$ cat config.mk
export PLATFORM = sky130hd
export DESIGN_NAME = ie_stack_seq
export DESIGN_NICKNAME = d
export VERILOG_FILES = /design/src/rtl/ie_defs.sv /design/src/rtl/ie_rd_tag_pipe.sv /design/src/rtl/ie_stack_seq.sv
export SDC_FILE = /design/constraint.sdc
export NUM_CORES = 1
export LEC_CHECK = 0
export ABC_AREA = 1
export CORE_MARGIN = 3
export CORE_UTILIZATION = 24
export CTS_CLUSTER_SIZE = 25
export DETAILED_ROUTE_END_ITERATION = 8
export SLEW_MARGIN = 20
export SYNTH_ARGS = -nofsm -noshare
export SYNTH_HDL_FRONTEND = slang
export SYNTH_SLANG_ARGS = --single-unit
$ cat constraint.sdc
create_clock -name clk -period 4.28 [get_ports clk]
set_clock_uncertainty 0.05 [all_clocks]
set_input_delay 1.284 -clock clk [delete_from_list [all_inputs] [get_ports clk]]
set_output_delay 1.284 -clock clk [all_outputs]
set_load 0.1 [all_outputs]
$ cat src/rtl/ie_defs.sv
// Shared execute-unit definitions: stack operation kind, default stack page/pointer
// and the stack sequencer state encoding.
package ie_defs;

  typedef enum logic {
    STK_PUSH,
    STK_PULL
  } stack_op;

  localparam logic [7:0] STACK_PAGE_DEFAULT = 8'h01;
  localparam logic [7:0] SP_RESET_DEFAULT   = 8'hFF;

  typedef enum logic [2:0] {
    S_IDLE,
    S_PUSH,
    S_PULL,
    S_DRAIN,
    S_FINISH
  } seq_state_e;

endpackage

$ cat src/rtl/ie_rd_tag_pipe.sv
// Read-request tag pipeline: carries a valid bit and a lane index for each
// outstanding read, RD_LAT stages deep, frozen while halt_i is high.
module ie_rd_tag_pipe #(
  parameter int unsigned RD_LAT = 2,
  parameter int unsigned IDX_W  = 2
) (
  input  logic             clk,
  input  logic             rst,
  input  logic             halt_i,
  input  logic             issue_i,
  input  logic [IDX_W-1:0] idx_i,
  output logic             ret_vld_o,
  output logic [IDX_W-1:0] ret_idx_o,
  output logic             front_idle_o
);

  logic [RD_LAT-1:0]            vld_q, vld_d;
  logic [RD_LAT-1:0][IDX_W-1:0] idx_q, idx_d;
  logic                         front_idle_q, front_idle_d;

  // front_idle: nothing in flight except possibly the stage that retires next
  always_comb begin
    vld_d        = vld_q;
    idx_d        = idx_q;
    front_idle_d = 1'b1;
    vld_d[0]     = issue_i;
    idx_d[0]     = idx_i;
    for (int i = 1; i < int'(RD_LAT); i++) begin
      vld_d[i] = vld_q[i-1];
      idx_d[i] = idx_q[i-1];
    end
    for (int i = 0; i < int'(RD_LAT) - 2; i++) begin
      if (vld_d[i]) front_idle_d = 1'b0;
    end
  end

  always_ff @(posedge clk or posedge rst) begin
    if (rst) begin
      vld_q        <= '0;
      idx_q        <= '0;
      front_idle_q <= 1'b1;
    end else if (!halt_i) begin
      vld_q        <= vld_d;
      idx_q        <= idx_d;
      front_idle_q <= front_idle_d;
    end
  end

  assign ret_vld_o    = vld_q[RD_LAT-1];
  assign ret_idx_o    = idx_q[RD_LAT-1];
  assign front_idle_o = front_idle_q;

endmodule

$ cat src/rtl/ie_stack_seq.sv
// Stack-transfer sequencer: owns the stack pointer and runs multi-byte push or
// pipelined pull bursts on the page-relative hardware stack.
module ie_stack_seq
  import ie_defs::*;
#(
  parameter int unsigned             DATA_W     = 8,
  parameter int unsigned             ADDR_W     = 16,
  parameter int unsigned             SP_W       = 8,
  parameter logic [ADDR_W-SP_W-1:0]  STACK_PAGE = STACK_PAGE_DEFAULT,
  parameter int unsigned             MAX_BYTES  = 4,
  parameter int unsigned             RD_LAT     = 2,
  parameter logic [SP_W-1:0]         SP_RESET   = SP_RESET_DEFAULT
) (
  input  logic                                clk,
  input  logic                                rst,
  input  logic                                halt,
  input  logic                                start,
  input  logic                                op_pull,
  input  logic [$clog2(MAX_BYTES+1)-1:0]      nbytes,
  input  logic [MAX_BYTES*DATA_W-1:0]         push_data,
  input  logic                                sp_load,
  input  logic [SP_W-1:0]                     sp_load_val,
  input  logic [DATA_W-1:0]                   mem_data_in,
  output logic [ADDR_W-1:0]                   mem_addr,
  output logic [DATA_W-1:0]                   mem_data_out,
  output logic                                mem_write_en,
  output logic                                mem_read_en,
  output logic [SP_W-1:0]                     sp,
  output logic [MAX_BYTES*DATA_W-1:0]         pull_data,
  output logic                                busy,
  output logic                                done,
  output logic                                wrap
);

  localparam int unsigned NB_W  = $clog2(MAX_BYTES + 1);
  localparam int unsigned IDX_W = (MAX_BYTES > 1) ? $clog2(MAX_BYTES) : 1;

  seq_state_e                       state_q, state_d;
  logic [NB_W-1:0]                  n_q, n_d, k_q, k_d, k_inc, n_clamp;
  logic [MAX_BYTES-1:0][DATA_W-1:0] data_q, data_d, pull_q, pull_d;
  logic [SP_W-1:0]                  sp_q, sp_d, sp_inc, sp_dec;
  logic [ADDR_W-1:0]                addr_q, addr_d;
  logic [DATA_W-1:0]                wdata_q, wdata_d;
  logic                             we_q, we_d, re_q, re_d;
  logic                             busy_q, busy_d, done_q, done_d, wrap_q, wrap_d;
  logic                             issue;
  logic [IDX_W-1:0]                 k_idx;
  logic                             ret_vld, front_idle;
  logic [IDX_W-1:0]                 ret_idx;
  stack_op                          op;

  assign k_inc  = k_q + NB_W'(1);
  assign k_idx  = k_q[IDX_W-1:0];
  assign sp_inc = sp_q + SP_W'(1);
  assign sp_dec = sp_q - SP_W'(1);

  ie_rd_tag_pipe #(
    .RD_LAT (RD_LAT),
    .IDX_W  (IDX_W)
  ) u_tag_pipe (
    .clk          (clk),
    .rst          (rst),
    .halt_i       (halt),
    .issue_i      (issue),
    .idx_i        (k_idx),
    .ret_vld_o    (ret_vld),
    .ret_idx_o    (ret_idx),
    .front_idle_o (front_idle)
  );

  // Next-state and datapath; read returns land independently of the FSM state
  always_comb begin
    state_d = state_q;
    n_d     = n_q;
    k_d     = k_q;
    data_d  = data_q;
    pull_d  = pull_q;
    sp_d    = sp_q;
    addr_d  = addr_q;
    wdata_d = wdata_q;
    we_d    = 1'b0;
    re_d    = 1'b0;
    busy_d  = busy_q;
    done_d  = 1'b0;
    wrap_d  = wrap_q;
    issue   = 1'b0;
    op      = op_pull ? STK_PULL : STK_PUSH;
    n_clamp = (nbytes > NB_W'(MAX_BYTES)) ? NB_W'(MAX_BYTES) : nbytes;

    if (ret_vld) pull_d[ret_idx] = mem_data_in;

    unique case (state_q)
      S_IDLE: begin
        if (start) begin
          n_d    = n_clamp;
          k_d    = '0;
          data_d = push_data;
          wrap_d = 1'b0;
          busy_d = 1'b1;
          if (n_clamp == '0)      state_d = S_FINISH;
          else if (op == STK_PULL) state_d = S_PULL;
          else                     state_d = S_PUSH;
        end else if (sp_load) begin
          sp_d = sp_load_val;
        end
      end
      S_PUSH: begin
        addr_d  = {STACK_PAGE, sp_q};
        wdata_d = data_q[k_idx];
        we_d    = 1'b1;
        sp_d    = sp_dec;
        k_d     = k_inc;
        if (sp_q == '0)    wrap_d  = 1'b1;
        if (k_inc == n_q)  state_d = S_FINISH;
      end
      S_PULL: begin
        addr_d = {STACK_PAGE, sp_inc};
        re_d   = 1'b1;
        issue  = 1'b1;
        sp_d   = sp_inc;
        k_d    = k_inc;
        if (sp_q == '1)   wrap_d  = 1'b1;
        if (k_inc == n_q) state_d = (RD_LAT == 1) ? S_FINISH : S_DRAIN;
      end
      S_DRAIN: begin
        if (front_idle) state_d = S_FINISH;
      end
      S_FINISH: begin
        done_d  = 1'b1;
        busy_d  = 1'b0;
        state_d = S_IDLE;
      end
      default: state_d = S_IDLE;
    endcase
  end

  always_ff @(posedge clk or posedge rst) begin
    if (rst) begin
      state_q <= S_IDLE;
      n_q     <= '0;
      k_q     <= '0;
      data_q  <= '0;
      pull_q  <= '0;
      sp_q    <= SP_RESET;
      addr_q  <= '0;
      wdata_q <= '0;
      we_q    <= 1'b0;
      re_q    <= 1'b0;
      busy_q  <= 1'b0;
      done_q  <= 1'b0;
      wrap_q  <= 1'b0;
    end else if (!halt) begin
      state_q <= state_d;
      n_q     <= n_d;
      k_q     <= k_d;
      data_q  <= data_d;
      pull_q  <= pull_d;
      sp_q    <= sp_d;
      addr_q  <= addr_d;
      wdata_q <= wdata_d;
      we_q    <= we_d;
      re_q    <= re_d;
      busy_q  <= busy_d;
      done_q  <= done_d;
      wrap_q  <= wrap_d;
    end
  end

  assign mem_addr     = addr_q;
  assign mem_data_out = wdata_q;
  assign mem_write_en = we_q;
  assign mem_read_en  = re_q;
  assign sp           = sp_q;
  assign pull_data    = pull_q;
  assign busy         = busy_q;
  assign done         = done_q;
  assign wrap         = wrap_q;

endmodule

==> run_results.csv <==
group,metric,value,unit
synth,yosysUniqueCellTypes,32,
sta,worst_slew_pin_slew,1.02,ns
worst_setup_path,setup.worst_path.end_class,"output port",
finish,stdcell_count,997,
route,drtIter0Drc,335,
synth,avgSynthCellArea,8.24,um2
worst_setup_path,crit_family,"buffers and inverters",
floorplan,initial_core_util,24.7,%
global_route,grt_pass1_wl,20.8,mm
place,place_ws,1.05,ns
min_path,hold_depth,2,
synth,syn_area,5040,um2
sta,fin_crit,3.42,ns
sta,fmax,293,MHz
worst_setup_path,critPathLaunchType,"register",
clocking,cts_resized,0,
synth,syn_inst,612,
sta,tns,0,ns
route,vias,4218,
job,cap_violations,0,
global_route,grt_usage,11.6,%
global_route,overflow,0,
place,gp_congestion,0.828,
finish,finalInstanceArea,6720,um2
worst_setup_path,timing.critical_path.buf_inv,1,
worst_setup_path,ff2ff_path_depth,9,
clocking,cts_sinks,108,
finish,final_common_cell,"nand2_1",
floorplan,dieArea,22800,um2
min_path,min_path_type,"reg2reg",
sta,slew_headroom,31.7,%
place,place_area,6420,um2
global_route,grt_pass1_vias,3962,
clocking,root_buffer,"clkbuf_16",
worst_setup_path,critPathKind,"reg2out",
run_status,status,"finished clean",
worst_setup_path,crit_chain,"clkdlybuf4s50_1",
synth,synth-seq-area-share,53.8,%
worst_setup_path,cp.required,2.95,ns
place,place_inst,981,
worst_setup_path,cp.arrival,2.08,ns
clocking,clk_pin_slew_worst_paths,0.08,ns
worst_setup_path,max_stage_delay,1.15,ns
worst_setup_path,cp_slowest_cell,"clkdlybuf4s50_1",
synth,ys_ff_latch,108,
finish,areaGrowthSynthToFinish,33.3,%
global_route,grt_max_degree,50,
finish,diodes,0,
finish,fill_cells,2187,
clocking,hold_buffers,0,
route,drtPass1Iterations,4,
clocking,post-cts-setup-buffer-count,0,
clocking,cts.htree.levels,3,
route,final_antenna_net_count,0,
sta,slew_viol_final,0,
worst_setup_path,critical_path_depth,1,
route,routed_via_density,4.23,
finish,final_cell_mix,"nand2_1, clkdlybuf4s50_1, dfrtp_1",
sta,fin_crit_sh,79.9,%
floorplan,core,20400,um2
place,dp_hpwl,9.57,mm
clocking,clock_latency,0.35,ns
floorplan,fp.dieH,151,um
finish,drive_above_1_share,7.43,%
clocking,cts_buffer_depth,2,
route,wl_per_cell,13.1,um
floorplan,rows,52,
route,drt-total-wl,13.1,mm
floorplan,die_w,151,um
sta,rsz0062_at_grt,"false",
floorplan,ioPinCount,126,
clocking,cts_tree,"yes",
place,io_buffer_count,118,
sta,finalHoldViolations,0,
finish,fin_nets,783,
worst_setup_path,path_max_fanout,5,
synth,yosysWarnings,0,
clocking,cts_buffers,9,
sta,setup_viol,0,
global_route,antenna_found_initial,0,
route,drc,0,
sta,setup_ws,0.862,ns
[stage by stage]
step                      util, %  hold WS [ns]
after floorplan                 -         0.387
after detailed placement     31.4         0.405
final                        32.9         0.418
after CTS                    32.9         0.425
after global routing         32.9         0.444
after global placement       31.4         0.399
[layout make-up]
| type | instances | area (um2) | area share [%] |
|---|---|---|---|
| repair buffers | 123 | 1200 | 17.9 |
| clock buffers | 11 | 253 | 3.76 |
| clock inverters | 5 | 42.5 | 0.633 |
| flip-flops and latches | 108 | 2710 | 40.4 |
| multi-input cells | 412 | 1910 | 28.5 |
| well taps | 270 | 338 | 5.03 |
| inverters | 68 | 260 | 3.87 |
[cells in the mapped netlist]
library cell	instances	share of area [%]
nand2_1	197	15
dfrtp_1	100	50
o21ai_0	74	7.3
inv_1	62	4.6
nor2_1	41	3.1
nand3_1	29	2.9
a21oi_1	14	1.4
clkbuf_1	13	0.97
a31oi_1	12	1.5
buf_4	11	1.6
dfstp_2	8	4.2
o211ai_1	8	1.2
inv_2	5	0.37
nand4_1	5	0.62
o22ai_1	5	0.62
ha_1	4	0.99
nand2_4	4	0.89
buf_6	3	0.67
buf_2	2	0.20
nand3_4	2	0.69
nand3b_1	2	0.30
clkbuf_2	1	0.099
conb_1	1	0.074
inv_4	1	0.12
nand2_2	1	0.12
nor2_2	1	0.12
nor2_8	1	0.40
nor3_1	1	0.099
o21a_1	1	0.15
o21ai_1	1	0.099
or2_2	1	0.12
xnor2_1	1	0.17
[flip-flops by register name (all words and copies together) (netlist names)]
signal / count
data_q: 32
pull_data: 32
mem_addr: 9
mem_data_out: 8
sp: 8
k_q: 3
n_q: 3
state_q: 3
u_tag_pipe.idx_d: 2
u_tag_pipe.ret_idx_o: 2
u_tag_pipe.vld_q: 2
busy: 1
done: 1
mem_write_en: 1
wrap: 1
[routing by layer]
metal	vias up	wire (um)	global-route usage (%)
met2	91	5990	17.9
li1	2159	-	-
met3	13	633	2.75
met4	0	202	3.67
met1	1955	6250	16.0
met5	-	0	0
[kinds of logic (layout without fill, tap and decap cells)]
logic type / after synthesis / after routing / synth area share (%)
other: 1 / 7 / 0.0744
buffers and inverters: 98 / 207 / 8.69
xor gates and xnor gates: 1 / 1 / 0.174
adders and majority gates: 4 / 4 / 0.993
and+or+nand+nor: 285 / 285 / 24.0
AOI/OAI and AO/OA: 115 / 115 / 12.3
DFF: 108 / 108 / 53.8
[worst paths after layout]
kind | from | end | slack [ns]
max in group asynchronous | rst | pull_data[22]$_DFFE_PP0P_ | 1.98
min | data_q[2]$_DFFE_PP0P_ | data_q[2]$_DFFE_PP0P_ | 0.42
max | sp[7]$_DFFE_PP1P_ | sp[7] | 0.86
min in group asynchronous | rst | data_q[29]$_DFFE_PP0P_ | 1.33
min reg2reg | data_q[2]$_DFFE_PP0P_ | data_q[2]$_DFFE_PP0P_ | 0.42
max reg2reg | k_q[1]$_DFFE_PP0P_ | state_q[1]$_DFFE_PP0P_ | 2.36
Power is not shown: default switching activity piles up to over one toggle a cycle in this logic, so the estimate is an artifact.
